===== src/rtl/mem_port_scheduler_pkg.sv =====
// Shared load/store funct3 encodings used by the memory port scheduler.
package mem_port_scheduler_pkg;

    localparam logic [2:0] F3_LB  = 3'b000;
    localparam logic [2:0] F3_LH  = 3'b001;
    localparam logic [2:0] F3_LW  = 3'b010;
    localparam logic [2:0] F3_LBU = 3'b100;
    localparam logic [2:0] F3_LHU = 3'b101;

    // Store opcodes reuse the load width encodings.
    localparam logic [2:0] F3_SB  = F3_LB;
    localparam logic [2:0] F3_SH  = F3_LH;
    localparam logic [2:0] F3_SW  = F3_LW;

endpackage


===== src/rtl/mem_align_check.sv =====
// Flags load/store addresses that are not naturally aligned for their access width.
module mem_align_check
    import mem_port_scheduler_pkg::*;
(
    input  logic [2:0] f3,
    input  logic [1:0] addr_lsb,
    output logic       misaligned
);

    always_comb begin
        misaligned = 1'b0;
        case (f3)
            F3_LH, F3_LHU: misaligned = addr_lsb[0];
            F3_LW:         misaligned = |addr_lsb;
            default:       misaligned = 1'b0;
        endcase
    end

endmodule


===== src/rtl/mem_port_scheduler.sv =====
// Arbitrates the single unified memory port between instruction fetch and load/store,
// registering returned data and producing the IF/MEM stall signals.
module mem_port_scheduler
    import mem_port_scheduler_pkg::*;
#(
    parameter int          ADDR_W         = 12,
    parameter int          MAX_DATA_BURST = 2,
    parameter logic [31:0] NOP_INSTR      = 32'h00000033
) (
    input  logic              clk,
    input  logic              rst,
    input  logic              fetch_req,
    input  logic [ADDR_W-1:0] pc,
    input  logic              d_read,
    input  logic              d_write,
    input  logic [ADDR_W-1:0] d_addr,
    input  logic [31:0]       d_wdata,
    input  logic [2:0]        d_f3,
    input  logic [31:0]       m_rdata,
    output logic              m_sclk,
    output logic [ADDR_W-1:0] m_addr,
    output logic [31:0]       m_wdata,
    output logic              m_read,
    output logic              m_write,
    output logic [2:0]        m_f3,
    output logic [31:0]       instr,
    output logic              instr_valid,
    output logic [31:0]       load_data,
    output logic              data_done,
    output logic              misaligned,
    output logic              stall_if,
    output logic              stall_mem
);

    typedef enum logic [1:0] {
        GRANT_IDLE,
        GRANT_FETCH,
        GRANT_DATA
    } grant_e;

    localparam int                CNT_W     = $clog2(MAX_DATA_BURST + 1);
    localparam logic [CNT_W-1:0]  BURST_MAX = CNT_W'(MAX_DATA_BURST);

    grant_e           grant;
    logic [CNT_W-1:0] burst_cnt;
    logic             served;
    logic             data_pend;
    logic             addr_bad;

    mem_align_check u_align (
        .f3         (d_f3),
        .addr_lsb   (d_addr[1:0]),
        .misaligned (addr_bad)
    );

    assign data_pend = (d_read | d_write) & ~served;

    always_comb begin
        grant = GRANT_IDLE;
        if (data_pend && (!fetch_req || burst_cnt < BURST_MAX)) begin
            grant = GRANT_DATA;
        end else if (fetch_req) begin
            grant = GRANT_FETCH;
        end
    end

    // Read+write together behaves as a store; writes are additionally held off during reset.
    always_comb begin
        m_sclk  = 1'b1;
        m_addr  = pc;
        m_wdata = d_wdata;
        m_f3    = d_f3;
        m_read  = 1'b0;
        m_write = 1'b0;
        if (grant == GRANT_DATA) begin
            m_sclk  = 1'b0;
            m_addr  = d_addr;
            m_read  = d_read & ~d_write & ~addr_bad;
            m_write = d_write & ~addr_bad & rst;
        end
    end

    assign stall_if  = fetch_req & (grant != GRANT_FETCH);
    assign stall_mem = data_pend;

    always_ff @(posedge clk) begin
        if (!rst) begin
            instr       <= NOP_INSTR;
            instr_valid <= 1'b0;
            load_data   <= '0;
            data_done   <= 1'b0;
            misaligned  <= 1'b0;
            burst_cnt   <= '0;
            served      <= 1'b0;
        end else begin
            instr_valid <= 1'b0;
            data_done   <= 1'b0;
            misaligned  <= 1'b0;
            served      <= 1'b0;
            case (grant)
                GRANT_FETCH: begin
                    instr       <= m_rdata;
                    instr_valid <= 1'b1;
                    burst_cnt   <= '0;
                end
                GRANT_DATA: begin
                    data_done  <= 1'b1;
                    served     <= 1'b1;
                    misaligned <= addr_bad;
                    if (addr_bad) begin
                        load_data <= '0;
                    end else if (!d_write) begin
                        load_data <= m_rdata;
                    end
                    if (burst_cnt != BURST_MAX) begin
                        burst_cnt <= burst_cnt + CNT_W'(1);
                    end
                end
                default: ;
            endcase
        end
    end

endmodule


===== config.mk =====
export PLATFORM = sky130hd
export DESIGN_NAME = mem_port_scheduler
export DESIGN_NICKNAME = d
export VERILOG_FILES = /design/src/rtl/mem_port_scheduler_pkg.sv /design/src/rtl/mem_align_check.sv /design/src/rtl/mem_port_scheduler.sv
export SDC_FILE = /design/constraint.sdc
export NUM_CORES = 1
export LEC_CHECK = 0
export ABC_AREA = 1
export CAP_MARGIN = 10
export CELL_PAD_IN_SITES_DETAIL_PLACEMENT = 1
export CELL_PAD_IN_SITES_GLOBAL_PLACEMENT = 2
export CORE_MARGIN = 8
export CORE_UTILIZATION = 19
export DETAILED_ROUTE_END_ITERATION = 10
export PLACE_DENSITY_LB_ADDON = 0.08
export SYNTH_ARGS = -nofsm -noshare
export SYNTH_HDL_FRONTEND = slang
export SYNTH_SLANG_ARGS = --single-unit

===== constraint.sdc =====
create_clock -name clk -period 3.38 [get_ports clk]
set_clock_uncertainty 0.1 [all_clocks]
set_input_delay 0.676 -clock clk [delete_from_list [all_inputs] [get_ports clk]]
set_output_delay 0.676 -clock clk [all_outputs]
set_load 0.02 [all_outputs]

Word-level counts from Yosys, hierarchy flattened:

Cells that the tools add are included.

* register bits after elaboration: 69
* input bits: 96
* output and inout bits: 119
* word-level logic and storage cells: 49

* add/subtract/negate cells: 1
* $lt $le $gt $ge: 1
* equal/unequal tests: 9
* muxes and demuxes: 13
* bitwise operators: 10
* reductions and logical operators: 9

Operators by type and width (number)
* 32-bit 2-to-1 mux: 2
* 12-bit 2-to-1 mux: 1
* 1-bit bitwise AND: 6
* 1-bit 2-to-1 mux: 6
* 2-bit by 1-bit != test with 1-bit output (second input constant): 3
* 2-bit AND reduction: 3
* 2-bit 2-to-1 mux: 2
* 2-bit one-hot mux with 2 select lines: 1
* 2-bit OR reduction: 2
* 3-bit by 1-bit == test with 1-bit output (second input constant): 1
* 3-bit by 2-bit == test with 1-bit output (second input constant): 1
* 3-bit == test (second input constant): 1
* 1-bit NOT: 3
* 2-bit by 1-bit adder with 2-bit output (second input constant): 1
* 2-bit by 1-bit == test with 1-bit output (second input constant): 1
* 2-bit == test (second input constant): 1
* 2-bit less-than comparator (second input constant): 1
* 2-bit != test (second input constant): 1
* 1-bit one-hot mux with 2 select lines: 1
* 2-bit nonzero test: 1
* 1-bit logical AND: 1
* 1-bit zero test: 1
* 1-bit logical OR: 1
* 1-bit OR: 1

Depth between registers and ports, before layout:

* word-level depth: 7
* depth in mapped cells: 9
* depth with buffers taken out: 8

By module:

From an unflattened synthesis, not the netlist that was laid out.

* cells, all modules: 401
* area total of the unflattened synthesis: 3005.4 um2

Modules (own cells, without submodules)
* mem_port_scheduler: times used 1, cells each 392, area each 2966.6 um2, seq. area each 1381.3 um2
* mem_align_check: times used 1, cells each 9, area each 38.8 um2, seq. area each 0.0 um2

Worst setup path after synthesis:

No wires, ideal clock.

* path kind: input -> output
* start point: input port d_addr[1]
* end point: output port m_write
* arrival: 1.731 ns
* data required time: 2.604 ns
* path slack: 0.873 ns
* stages on the path: 7
* buffers on the path: 2
* cells stage by stage: inv_1 -> nand2_1 -> nand3_2 -> nand3_2 -> buf_4 -> buf_4 -> nor3_1

* longest elaborated chain between the ends: 6

RTL lines
* from (decl): line mem_port_scheduler.sv:16 `input logic [ADDR_W-1:0] d_addr,`
* 2-bit OR reduction: line mem_align_check.sv:14 `F3_LW: misaligned = |addr_lsb;`
* 1-bit one-hot mux with 2 select lines: line mem_align_check.sv:12 `case (f3)`
* 1-bit NOT: line mem_port_scheduler.sv:79 `m_write = d_write & ~addr_bad & rst;`
* 1-bit bitwise AND (2 in a row): line mem_port_scheduler.sv:79
* 1-bit 2-to-1 mux: line mem_port_scheduler.sv:75 `if (grant == GRANT_DATA) begin`
* to (decl): line mem_port_scheduler.sv:24 `output logic m_write,`

No other way between the ends.

Worst setup path after layout:

* start point: input port d_write
* end point: output port m_addr[0]

* longest elaborated chain between the ends: 6

RTL lines
* from (decl): line mem_port_scheduler.sv:15 `input logic d_write,`
* 1-bit OR: line mem_port_scheduler.sv:56 `assign data_pend = (d_read | d_write) & ~served;`
* 1-bit bitwise AND: line mem_port_scheduler.sv:56
* 1-bit logical AND: line mem_port_scheduler.sv:60 `if (data_pend && (!fetch_req || burst_cnt < BURST_MAX)) begin`
* 2-bit 2-to-1 mux: line mem_port_scheduler.sv:60
* 2-bit == test: line mem_port_scheduler.sv:75
* 12-bit 2-to-1 mux: line mem_port_scheduler.sv:75
* to (decl): line mem_port_scheduler.sv:21 `output logic [ADDR_W-1:0] m_addr,`

No other way between the ends.

==> impl_metrics.env <==
export IMPL_gr_usage_met2=0.188
export IMPL_cp_start_kind="input port"
export IMPL_max_freq_mhz=310
export IMPL_grt_pass1_vias=3651
export IMPL_yosys_cell_types_count=19
export IMPL_async_reset_ff_frac=0
export IMPL_core_rowCount=48
export IMPL_detailed_place_hpwl_mm=8.72
export IMPL_grt_util_met1=0.127
export IMPL_power_per_cell_area_nw_per_um2=531
export IMPL_fillCellCount=2060
export IMPL_internal_power_mw=1.80
export IMPL_combPwrFrac=0.309
export IMPL_timing_worst_setup_path_type="in -> out"
export IMPL_ys_top_cells_by_count="sky130_fd_sc_hd__nor2_1, sky130_fd_sc_hd__nand2_1, sky130_fd_sc_hd__nand3_1, sky130_fd_sc_hd__dfxtp_1, sky130_fd_sc_hd__buf_4"
export IMPL_numPortBuffers=150
export IMPL_detailedPlace_worstSlack_ps=129
export IMPL_critPathRequiredTime_ps=2600
export IMPL_firstDrtPassIters=4
export IMPL_grt_overflow=0
export IMPL_outcome="finished, final reports clean"
export IMPL_globalRouteMet3Util=0.0575
export IMPL_detail_route_vias_per_cell=4.26
export IMPL_drt_iter0_drc=66
export IMPL_synth_top_family_by_area="simple AND/OR/NAND/NOR gates"
export IMPL_synth_most_common_cell="sky130_fd_sc_hd__nor2_1"
export IMPL_yosysWarnings=0
export IMPL_io_pins=215
export IMPL_worst_path_largest_cell_delay_ps=630
export IMPL_tritoncts="built"
export IMPL_rr_startpoint="burst_cnt[1]"
export IMPL_holdCritStartpoint="instr[0]"
export IMPL_postSynthNetCount=568
export IMPL_finalNonFillerCells=797
export IMPL_report_final_setup_viol=0
export IMPL_postCtsResizedCells=0
export IMPL_postCtsSetupRepairBufs=0
export IMPL_crit_arrival_ps=2450
export IMPL_synth_mux_area_fraction=0
export IMPL_setup_slack_ps=158
export IMPL_critical_path_n_buffers_inverters=4
export IMPL_share_of_synthesized_area_occupied_by_flip_flops_and_latches=0.420
export IMPL_vias=3395
export IMPL_slew_headroom=0.529
export IMPL_pin_count_of_the_biggest_net_entering_global_routing=67
export IMPL_core_area_um2=17100
export IMPL_ctsLongestPathBuffers=2
export IMPL_critical_path_slowest_cell="sky130_fd_sc_hd__clkdlybuf4s50_1"
export IMPL_finalCritPeriodShare=0.953
export IMPL_numPlacedInstances=783
export IMPL_vdd_ir_drop_worst_mv=0.235
export IMPL_cp_max_fo=16
export IMPL_post_synth_fa_ha_maj_area_fraction=0.00380
export IMPL_grt_pass1_wl_mm=20.0
export IMPL_synth_seq_cells=69
export IMPL_post_synth_xor_area_fraction=0
export IMPL_power_share_switching=0.316
export IMPL_r2r_end="burst_cnt[0]"
export IMPL_finalCriticalPeriod_ps=3220
export IMPL_timing_reg2reg_worst_path_depth=7
export IMPL_grt_busiest_layer="met2"
export IMPL_power_leakage_nw=2.05
export IMPL_min_delay_path_class="reg -> reg"
export IMPL_crit_start="d_write"
export IMPL_critPathTopFamily="buffers and inverters"
export IMPL_post_layout_total_power_mw=2.63
export IMPL_final_hold_violation_count=0
export IMPL_synth_area_top_cells="sky130_fd_sc_hd__dfxtp_1, sky130_fd_sc_hd__nand3_1, sky130_fd_sc_hd__nor2_1"
export IMPL_htree_num_levels=3
export IMPL_timing_max_transition_violations_final=0
export IMPL_finalWeightedCongestion=0.660
export IMPL_crit_path_end="m_addr[0]"
export IMPL_die_area_um2=21800
export IMPL_multiInputGateArea_um2=1400
export IMPL_synth_top_cell_area_share=0.420
export IMPL_top_flip_flop_cell_by_instance_count_after_synthesis="sky130_fd_sc_hd__dfxtp_1"
export IMPL_fraction_of_the_mapped_netlist_area_in_compound_gates=0.0973
export IMPL_synth_top_area_cell="sky130_fd_sc_hd__dfxtp_1"
export IMPL_hold_path_cell_count=2
export IMPL_initial_utilization=0.192
export IMPL_final_core_area_utilization=0.289
export IMPL_list_of_cells_traversed_by_the_critical_path="clkdlybuf4s50_1, inv_1, nand2_1, nand3_2, buf_12, o21ai_0, clkdlybuf4s50_1"
export IMPL_synthesized_area_um2=3290
export IMPL_holdBufCountCts=0
export IMPL_pwr_share_clk=0.330
export IMPL_detail_route_wirelength_mm=12.4
export IMPL_timing_reg2reg_setup_slack_ps=1330
export IMPL_cts_root_buffer="sky130_fd_sc_hd__clkbuf_16"
export IMPL_final_layout_size_suffix_gt1_frac=0.0524
export IMPL_synth_edff_count=0
export IMPL_maxCapViolCount=0
export IMPL_drc=0
export IMPL_switching_power_mw=0.831
export IMPL_pwr_share_seq=0.362
export IMPL_insertion_delay_ps=320
export IMPL_fp_dieH_um=148
export IMPL_post_synth_and_or_nand_nor_area_fraction=0.323
export IMPL_seqCellArea_um2=1380
export IMPL_critPathCaptureType="output port"
export IMPL_finalNetCount=666
export IMPL_grt_setup_unrepaired="false"
export IMPL_critical_path_most_common_cell="sky130_fd_sc_hd__clkdlybuf4s50_1"
export IMPL_grtUsageTotal=0.115
export IMPL_detail_route_wl_per_cell_um=15.6
export IMPL_num_antenna_cells=0
export IMPL_floorplan_die_width_um=148
export IMPL_cp_depth=7
export IMPL_cts_buf_count=9
export IMPL_synthesis_area_per_instance_um2=6.99
export IMPL_path_clk_slew_ps=50
export IMPL_antenna_found_initial=0
export IMPL_layout_area_overhead_vs_synth_pct=50.5
export IMPL_synthCells=471
export IMPL_setup_tns_final_ps=0
export IMPL_tightestPinTransition_ps=706
export IMPL_clkSinkCount=69
export IMPL_drtAntennaViolNets=0
[worst min-delay path by stage]
stage | endpoint | slack [ps]
final | instr[0] | 380
after global routing | instr[1] | 400
after CTS | instr[1] | 380
after detailed placement | instr[1] | 370
after global placement | instr[4] | 360
after floorplan | burst_cnt[1] | 370
[through the flow]
stage / instance area [um2] / hold WS, ps
finish: 4950 / 379
global route: 4950 / 405
CTS: 4950 / 385
detailed placement: 4690 / 366
global placement: 4690 / 363
floorplan: 3290 / 374
[power by group through the flow]
stage,clock [mW],combinational [mW],sequential [mW]
finish,0.867,0.811,0.951
global route,0.947,0.896,0.964
floorplan,0,0.398,1.07
detailed placement,0,0.831,0.970
CTS,0.911,0.835,0.954
global placement,0,0.823,0.968
[final cells by class]
cell class                 count  share of cell area
inverter                      14              0.0106
timing repair buffer         158               0.317
clock buffer                  12              0.0518
tap                          225              0.0568
multi-input combinational    317               0.283
clock inverter                 2             0.00202
sequential                    69               0.279
[placed cells by master, fill, tap and decap left out, drive strengths merged]
cell | synthesis | routed
nor3 | 2 | 2
nand2 | 80 | 80
clkdlybuf4s50 | 0 | 149
and2 | 1 | 1
dfxtp | 69 | 69
ha | 1 | 1
nand3b | 1 | 1
a21oi | 34 | 34
nand3 | 74 | 74
clkbuf | 8 | 12
clkinv | 0 | 2
nor2 | 94 | 94
buf | 63 | 9
o21ai | 30 | 30
inv | 14 | 14
[worst min-delay path, stage by stage, from the launching register on]
cell and delay [ps]:
sky130_fd_sc_hd__dfxtp_1 330, sky130_fd_sc_hd__nand2_1 50, sky130_fd_sc_hd__nand3_1 70
[state kept, by name, indices dropped and copies added, names as in the netlist]
name / flops
instr: 32
load_data: 32
burst_cnt: 2
instr_valid: 1
misaligned: 1
served: 1
[routing by layer]
metal  wire length (um)  vias to the layer above
met5                  0                        -
met4                177                        0
met3               1400                       17
met2               5770                      107
met1               5090                     1591
li1                   -                     1680
[logic make-up after synthesis]
| kind of cell | Yosys count |
|---|---|
| AND/OR/NAND/NOR | 252 |
| buffers and inverters | 85 |
| flip-flops | 69 |
| AO/OA/AOI/OAI | 64 |
| adder cells (fa/ha/maj) | 1 |
(Power assumes the default switching activity.)
==> patch 1 (same flow settings) <==
Change the parameter `MAX_DATA_BURST` from 2 to 1.
--- a/src/rtl/mem_port_scheduler.sv
+++ b/src/rtl/mem_port_scheduler.sv
@@ -5,5 +5,5 @@
 #(
     parameter int          ADDR_W         = 12,
-    parameter int          MAX_DATA_BURST = 2,
+    parameter int          MAX_DATA_BURST = 1,
     parameter logic [31:0] NOP_INSTR      = 32'h00000033
 ) (
Behaviour: not the same (Yosys sat finds a counterexample within 4 cycles, from zero or initial values and one cycle with rst low).
==> patch 1 against the unedited design <==
  * Sequential power down 2.8%
  * Sequential cell count down 1
  * Synthesized area is 2.7% lower
  * Power increased by 4.8%
  * Via count fell by 3.0%
  * Setup slack got worse by 0.0077 ns
  * Design area is 0.63% higher
  * Combinational power is 11% lower
  * Final cell count decreased by 0.13%
  * Routed wire length up 0.82%
  * Synthesized cell count shrank 1.1%
==> patch 1: results (changes against the unedited design) <==
| Metric | Value |
|---|---|
| Detailed Place HPWL | `8960 um (was 8720 um)` |
| CTS H-tree lvls | `3 (unchanged)` |
| Seq/Total Area, Yosys | `0.425 (was 0.420)` |
| First-pass GRT wire length | `19800 um (was 20000 um)` |
| Buffers on Ports | `150 (unchanged)` |
| CP max FO | `8 (was 16)` |
| Post-DP Area | `4630 um2 (was 4690 um2)` |
| RR Startpoint | `served$_SDFF_PN0_ (was burst_cnt[1]$_SDFFE_PN0P_)` |
| Commonest cells post-synth | `nor2_1 (94), nand2_1 (87), dfxtp_1 (68), nand3_1 (47), buf_4 (36) (was nor2_1 (94), nand2_1 (79), nand3_1 (71), dfxtp_1 (69), buf_4 (44))` |
| Top cell type's share of synthesized area | `0.425 (was 0.420)` |
| GRT Total Usage | `0.117 (was 0.115)` |
| Synth area leaders | `dfxtp_1 (42%), nor2_1 (11%), nand2_1 (10%) (was dfxtp_1 (42%), nand3_1 (11%), nor2_1 (11%))` |
| Clock buffer depth | `2 (unchanged)` |
| Peak supply drop | `0.210 mV (was 0.235 mV)` |
| Vias per cell | `4.14 (was 4.26)` |
| Largest net degree at the start of global routing | `65 (was 67)` |
| Hold Crit Class | `flop to flop (unchanged)` |
| Cell family with most CP delay | `buffers and inverters (unchanged)` |
| Routability cong. | `0.715 (was 0.660)` |
| Outcome | `finished clean (unchanged)` |
| Worst hold slack | `0.375 ns (was 0.379 ns)` |
| Final WL | `12500 um (was 12400 um)` |
| Fillcell total | `1991 (was 2060)` |
| Post-synth cell types | `20 (was 19)` |
| Vias in the first global route | `3409 (was 3651)` |
| Worst Setup EP | `stall_if (was m_addr[0])` |
| LEAKAGE | `2.17 nW (was 2.05 nW)` |
| Biggest regs | `instr x32, load_data x32 (was instr x32, load_data x32, burst_cnt x2)` |
| Worst hold start | `burst_cnt$_SDFFE_PN0P_ (was instr[0]$_SDFFE_PN1P_)` |
| Starting DRC count in detailed routing | `95 (was 66)` |
| Fraction of layout cells with a size suffix above 1 | `0.0608 (was 0.0524)` |
| RR Endpoint | `load_data[12]$_SDFFE_PN0P_ (was burst_cnt[0]$_SDFFE_PN0P_)` |
| Slew margin rel. | `0.489 (was 0.529)` |
| Hold EP | `burst_cnt$_SDFFE_PN0P_ (was instr[0]$_SDFFE_PN1P_)` |
| Synth Net Count | `562 (was 568)` |
| Nets | `667 (was 666)` |
| Netlist Area Pre-Place | `3200 um2 (was 3290 um2)` |
patch 1: cell types whose count changed after synthesis, moves of 2 or more:
cell	unedited run	this run
nand3_1	71	47
a21oi_1	34	32
nand2_1	79	87
o21ai_0	30	22
o21ai_1	0	8
buf_4	44	36
inv_1	11	30
patch 1: cell families (layout without fill, tap and decap cells):
logic type             count (synthesis)  count (layout)  synth area share
AOI/OAI and AO/OA                     63              63            0.0992
and+or+nand+nor                      237             237             0.307
buffers and inverters                 98             208             0.169
DFF                                   68              68             0.425
patch 1: what timing repair did:
action                     CTS  global route
hold endpoints to repair     0             0
hold buffers                 0             0
setup endpoints to repair    0             8
resized for setup            0             3
patch 1: layout make-up:
class / count / share of cell area
repair buffers: 160 / 0.316
flip-flops and latches: 68 / 0.273
multi-input cells: 300 / 0.261
well taps: 220 / 0.0552
clock buffers: 9 / 0.0452
inverters: 32 / 0.0246
clock inverters: 7 / 0.0243
patch 1: power breakdown:
group | total, mW | leakage (nW) | switching (mW) | internal, mW
combinational | 0.723 | 1.43 | 0.395 | 0.328
sequential | 0.924 | 0.562 | 0.0422 | 0.882
clock | 1.11 | 0.170 | 0.382 | 0.726
total | 2.75 | 2.17 | 0.819 | 1.94
patch 1: metal layers:
metal / vias up / GRT usage / routed length [um]
li1: 1645 / - / -
met1: 1538 / 0.140 / 5560
met2: 95 / 0.186 / 5730
met3: 14 / 0.0501 / 1110
met4: 0 / 0.0375 / 137
met5: - / 0 / 0
patch 1: through the flow:
step,worst slack (ns),instances
after detailed placement,0.113,780
final,0.150,796
after global placement,0.146,780
after global routing,0.0228,796
after floorplan,0.844,466
after CTS,0.104,796
==> patch 2 (config.mk and constraints unchanged) <==
Made on the original files. Make the reset (`rst`) asynchronous in one clocked block.
--- a/src/rtl/mem_port_scheduler.sv
+++ b/src/rtl/mem_port_scheduler.sv
@@ -84,5 +84,5 @@
     assign stall_mem = data_pend;
 
-    always_ff @(posedge clk) begin
+    always_ff @(posedge clk or negedge rst) begin
         if (!rst) begin
             instr       <= NOP_INSTR;
Function: differs if rst is asserted again (counterexample within 4 cycles, from zero or initial values and one cycle with rst low); with rst held inactive, the same outputs for 10 cycles.
==> patch 2 against the unedited design <==
  * Setup slack got worse by 0.035 ns
  * Final cell count down 7.9%
  * Sequential share of layout area up 6.9 points
  * Sequential cell count is the same
  * Non-clock buffer count down 1
  * Routed wire length increased by 0.97%
  * Worst hold slack worse by 0.014 ns
  * Synthesized area is 1.1% lower
  * Count of clock-buffer cells in the layout decreased by 1
  * Design area is 0.38% higher
  * Largest cell class is now registers
  * Highest routed layer unchanged
Power is not compared: it rests on default switching activity, and its combinational part moved more than twofold at a synthesized area within 25%.
==> patch 2: results (changes against the unedited design) <==
| Metric | Value |
|---|---|
| Clock buffer depth | `2 (unchanged)` |
| Diode count | `0 (unchanged)` |
| Final Non-Filler Cells | `734 (was 797)` |
| Vias per cell | `4.05 (was 4.26)` |
| YS warnings | `0 (unchanged)` |
| Routability cong. | `0.666 (was 0.660)` |
| Wire per inst | `17.1 um (was 15.6 um)` |
| Starting DRC count in detailed routing | `74 (was 66)` |
| CP max FO | `19 (was 16)` |
| Worst r2r path cells | `8 (was 7)` |
| Synth area leaders | `dfrtp_1 (50%), nand2_1 (23%), buf_4 (9.0%) (was dfxtp_1 (42%), nand3_1 (11%), nor2_1 (11%))` |
| Commonest cells post-synth | `nand2_1 (200), dfrtp_1 (65), buf_4 (39), nand4_1 (32), inv_1 (11) (was nor2_1 (94), nand2_1 (79), nand3_1 (71), dfxtp_1 (69), buf_4 (44))` |
| Slew margin rel. | `0.368 (was 0.529)` |
| LEAKAGE | `2.38 nW` |
| Hold Crit Class | `flop to flop (unchanged)` |
| Peak supply drop | `0.223 mV` |
| Predominant post-synthesis flop cell | `dfrtp_1 (was dfxtp_1)` |
| Biggest regs | `instr x32, load_data x32, burst_cnt x2 (unchanged)` |
| Worst Path Arrival | `2.48 ns (was 2.45 ns)` |
| Root Driver | `clkbuf_16 (unchanged)` |
| Largest net degree at the start of global routing | `70 (was 67)` |
| Detailed Place HPWL | `8640 um (was 8720 um)` |
| Outcome | `finished clean (unchanged)` |
| CTS H-tree lvls | `3 (unchanged)` |
| Syn avg cell area | `8.31 um2 (was 6.99 um2)` |
| CTS clk-pin slew, worst paths | `0.05 ns (about the same)` |
| Nets | `601 (was 666)` |
| First-pass GRT wire length | `19900 um (was 20000 um)` |
| TritonCTS buffer count | `9 (unchanged)` |
| CP max stage delay | `0.64 ns` |
| Slowest cell on crit path | `clkdlybuf4s50_1 (unchanged)` |
| Cell family with most CP delay | `buffers and inverters (unchanged)` |
| Post-synth ARST share | `1.00 (was 0)` |
| Vias in the first global route | `3414 (was 3651)` |
| Worst-Skew Late Latency | `0.32 ns (about the same)` |
| Seq/Total Area, Yosys | `0.532 (was 0.420)` |
| Placed insts | `718 (was 783)` |
| Post-synth cell types | `18 (was 19)` |
| GRT Total Usage | `0.118 (was 0.115)` |
| Synth Net Count | `489 (was 568)` |
| Fraction of layout cells with a size suffix above 1 | `0.0648 (was 0.0524)` |
==> patch 2: cell types whose count changed after synthesis, moves of 34 or more <==
cell / before / now
a21oi_1: 34 / 0
dfrtp_1: 0 / 65
dfxtp_1: 69 / 0
nand2_1: 79 / 200
nand3_1: 71 / 7
nor2_1: 94 / 5
==> patch 2: cell families after synthesis <==
family	after synthesis	synth area share
buffers and inverters	70	0.140
adder cells (fa/ha/maj)	1	0.00384
AO/OA/AOI/OAI	5	0.00769
flip-flops	69	0.532
AND/OR/NAND/NOR	247	0.317
==> patch 2: stage by stage <==
stage | instance area, um2 | hold slack (ns) | worst slack [ns] | total power, mW
2_1_floorplan | 3260 | 0.280 | 1.08 | 2.30
3_5_place_dp | 4710 | 0.357 | 0.0880 | 3.29
3_3_place_gp | 4710 | 0.357 | 0.0975 | 3.27
6_report | 4970 | 0.365 | 0.123 | 4.06
5_1_grt | 4970 | 0.391 | 0.0466 | 4.36
4_1_cts | 4970 | 0.371 | 0.0623 | 4.17
==> patch 2: area by class of cell <==
| type | count | area [um2] |
|---|---|---|
| repair buffers | 157 | 1570 |
| clock buffers | 11 | 233 |
| fillers | 1974 | 12000 |
| flip-flops and latches | 69 | 1730 |
| multi-input cells | 253 | 1070 |
| well taps | 225 | 282 |
| clock inverters | 5 | 27.5 |
| inverters | 14 | 57.6 |
==> patch 2: worst paths after layout <==
check | start | end | slack, ns
worst max-delay path | d_write | m_addr[0] | 0.12
worst min-delay path | instr[4]$_DFFE_PN1P_ | instr[4]$_DFFE_PN1P_ | 0.37
worst max register to register | burst_cnt[1]$_DFFE_PN0P_ | load_data[7]$_DFFE_PN0P_ | 1.43
worst min register to register | instr[4]$_DFFE_PN1P_ | instr[4]$_DFFE_PN1P_ | 0.37
max in group asynchronous | rst | instr[22]$_DFFE_PN0P_ | 2.08
min in group asynchronous | rst | load_data[5]$_DFFE_PN0P_ | 0.49
==> patch 2: worst register-to-register path: stages, from the launching register on <==
cell and delay, ns:
dfrtp_1 0.40, nand2_1 0.10, nand3_2 0.13, inv_4 0.16
buf_4 0.41, nand2_1 0.10, buf_4 0.26, nand2_1 0.13
nand2_1 0.05
==> patch 2: timing repair <==
action | 4_1_cts | 5_1_grt
endpoints found under the setup margin | 0 | 2
buffers inserted | 0 | 0
hold endpoints to repair | 0 | 0
resized for setup | 0 | 2
==> patch 2: power breakdown <==
part	internal (mW)	switching [mW]
combinational	0.836	1.06
sequential	1.14	0.175
clock	0.492	0.355
==> patch 2: metal layers <==
layer,part of all wire,routed length [um],up-vias,global-route usage
met5,0,0,-,0
met4,0.016,197,0,0.0474
met3,0.097,1220,24,0.0538
met2,0.48,6010,114,0.194
met1,0.41,5120,1421,0.130
li1,-,-,1417,-
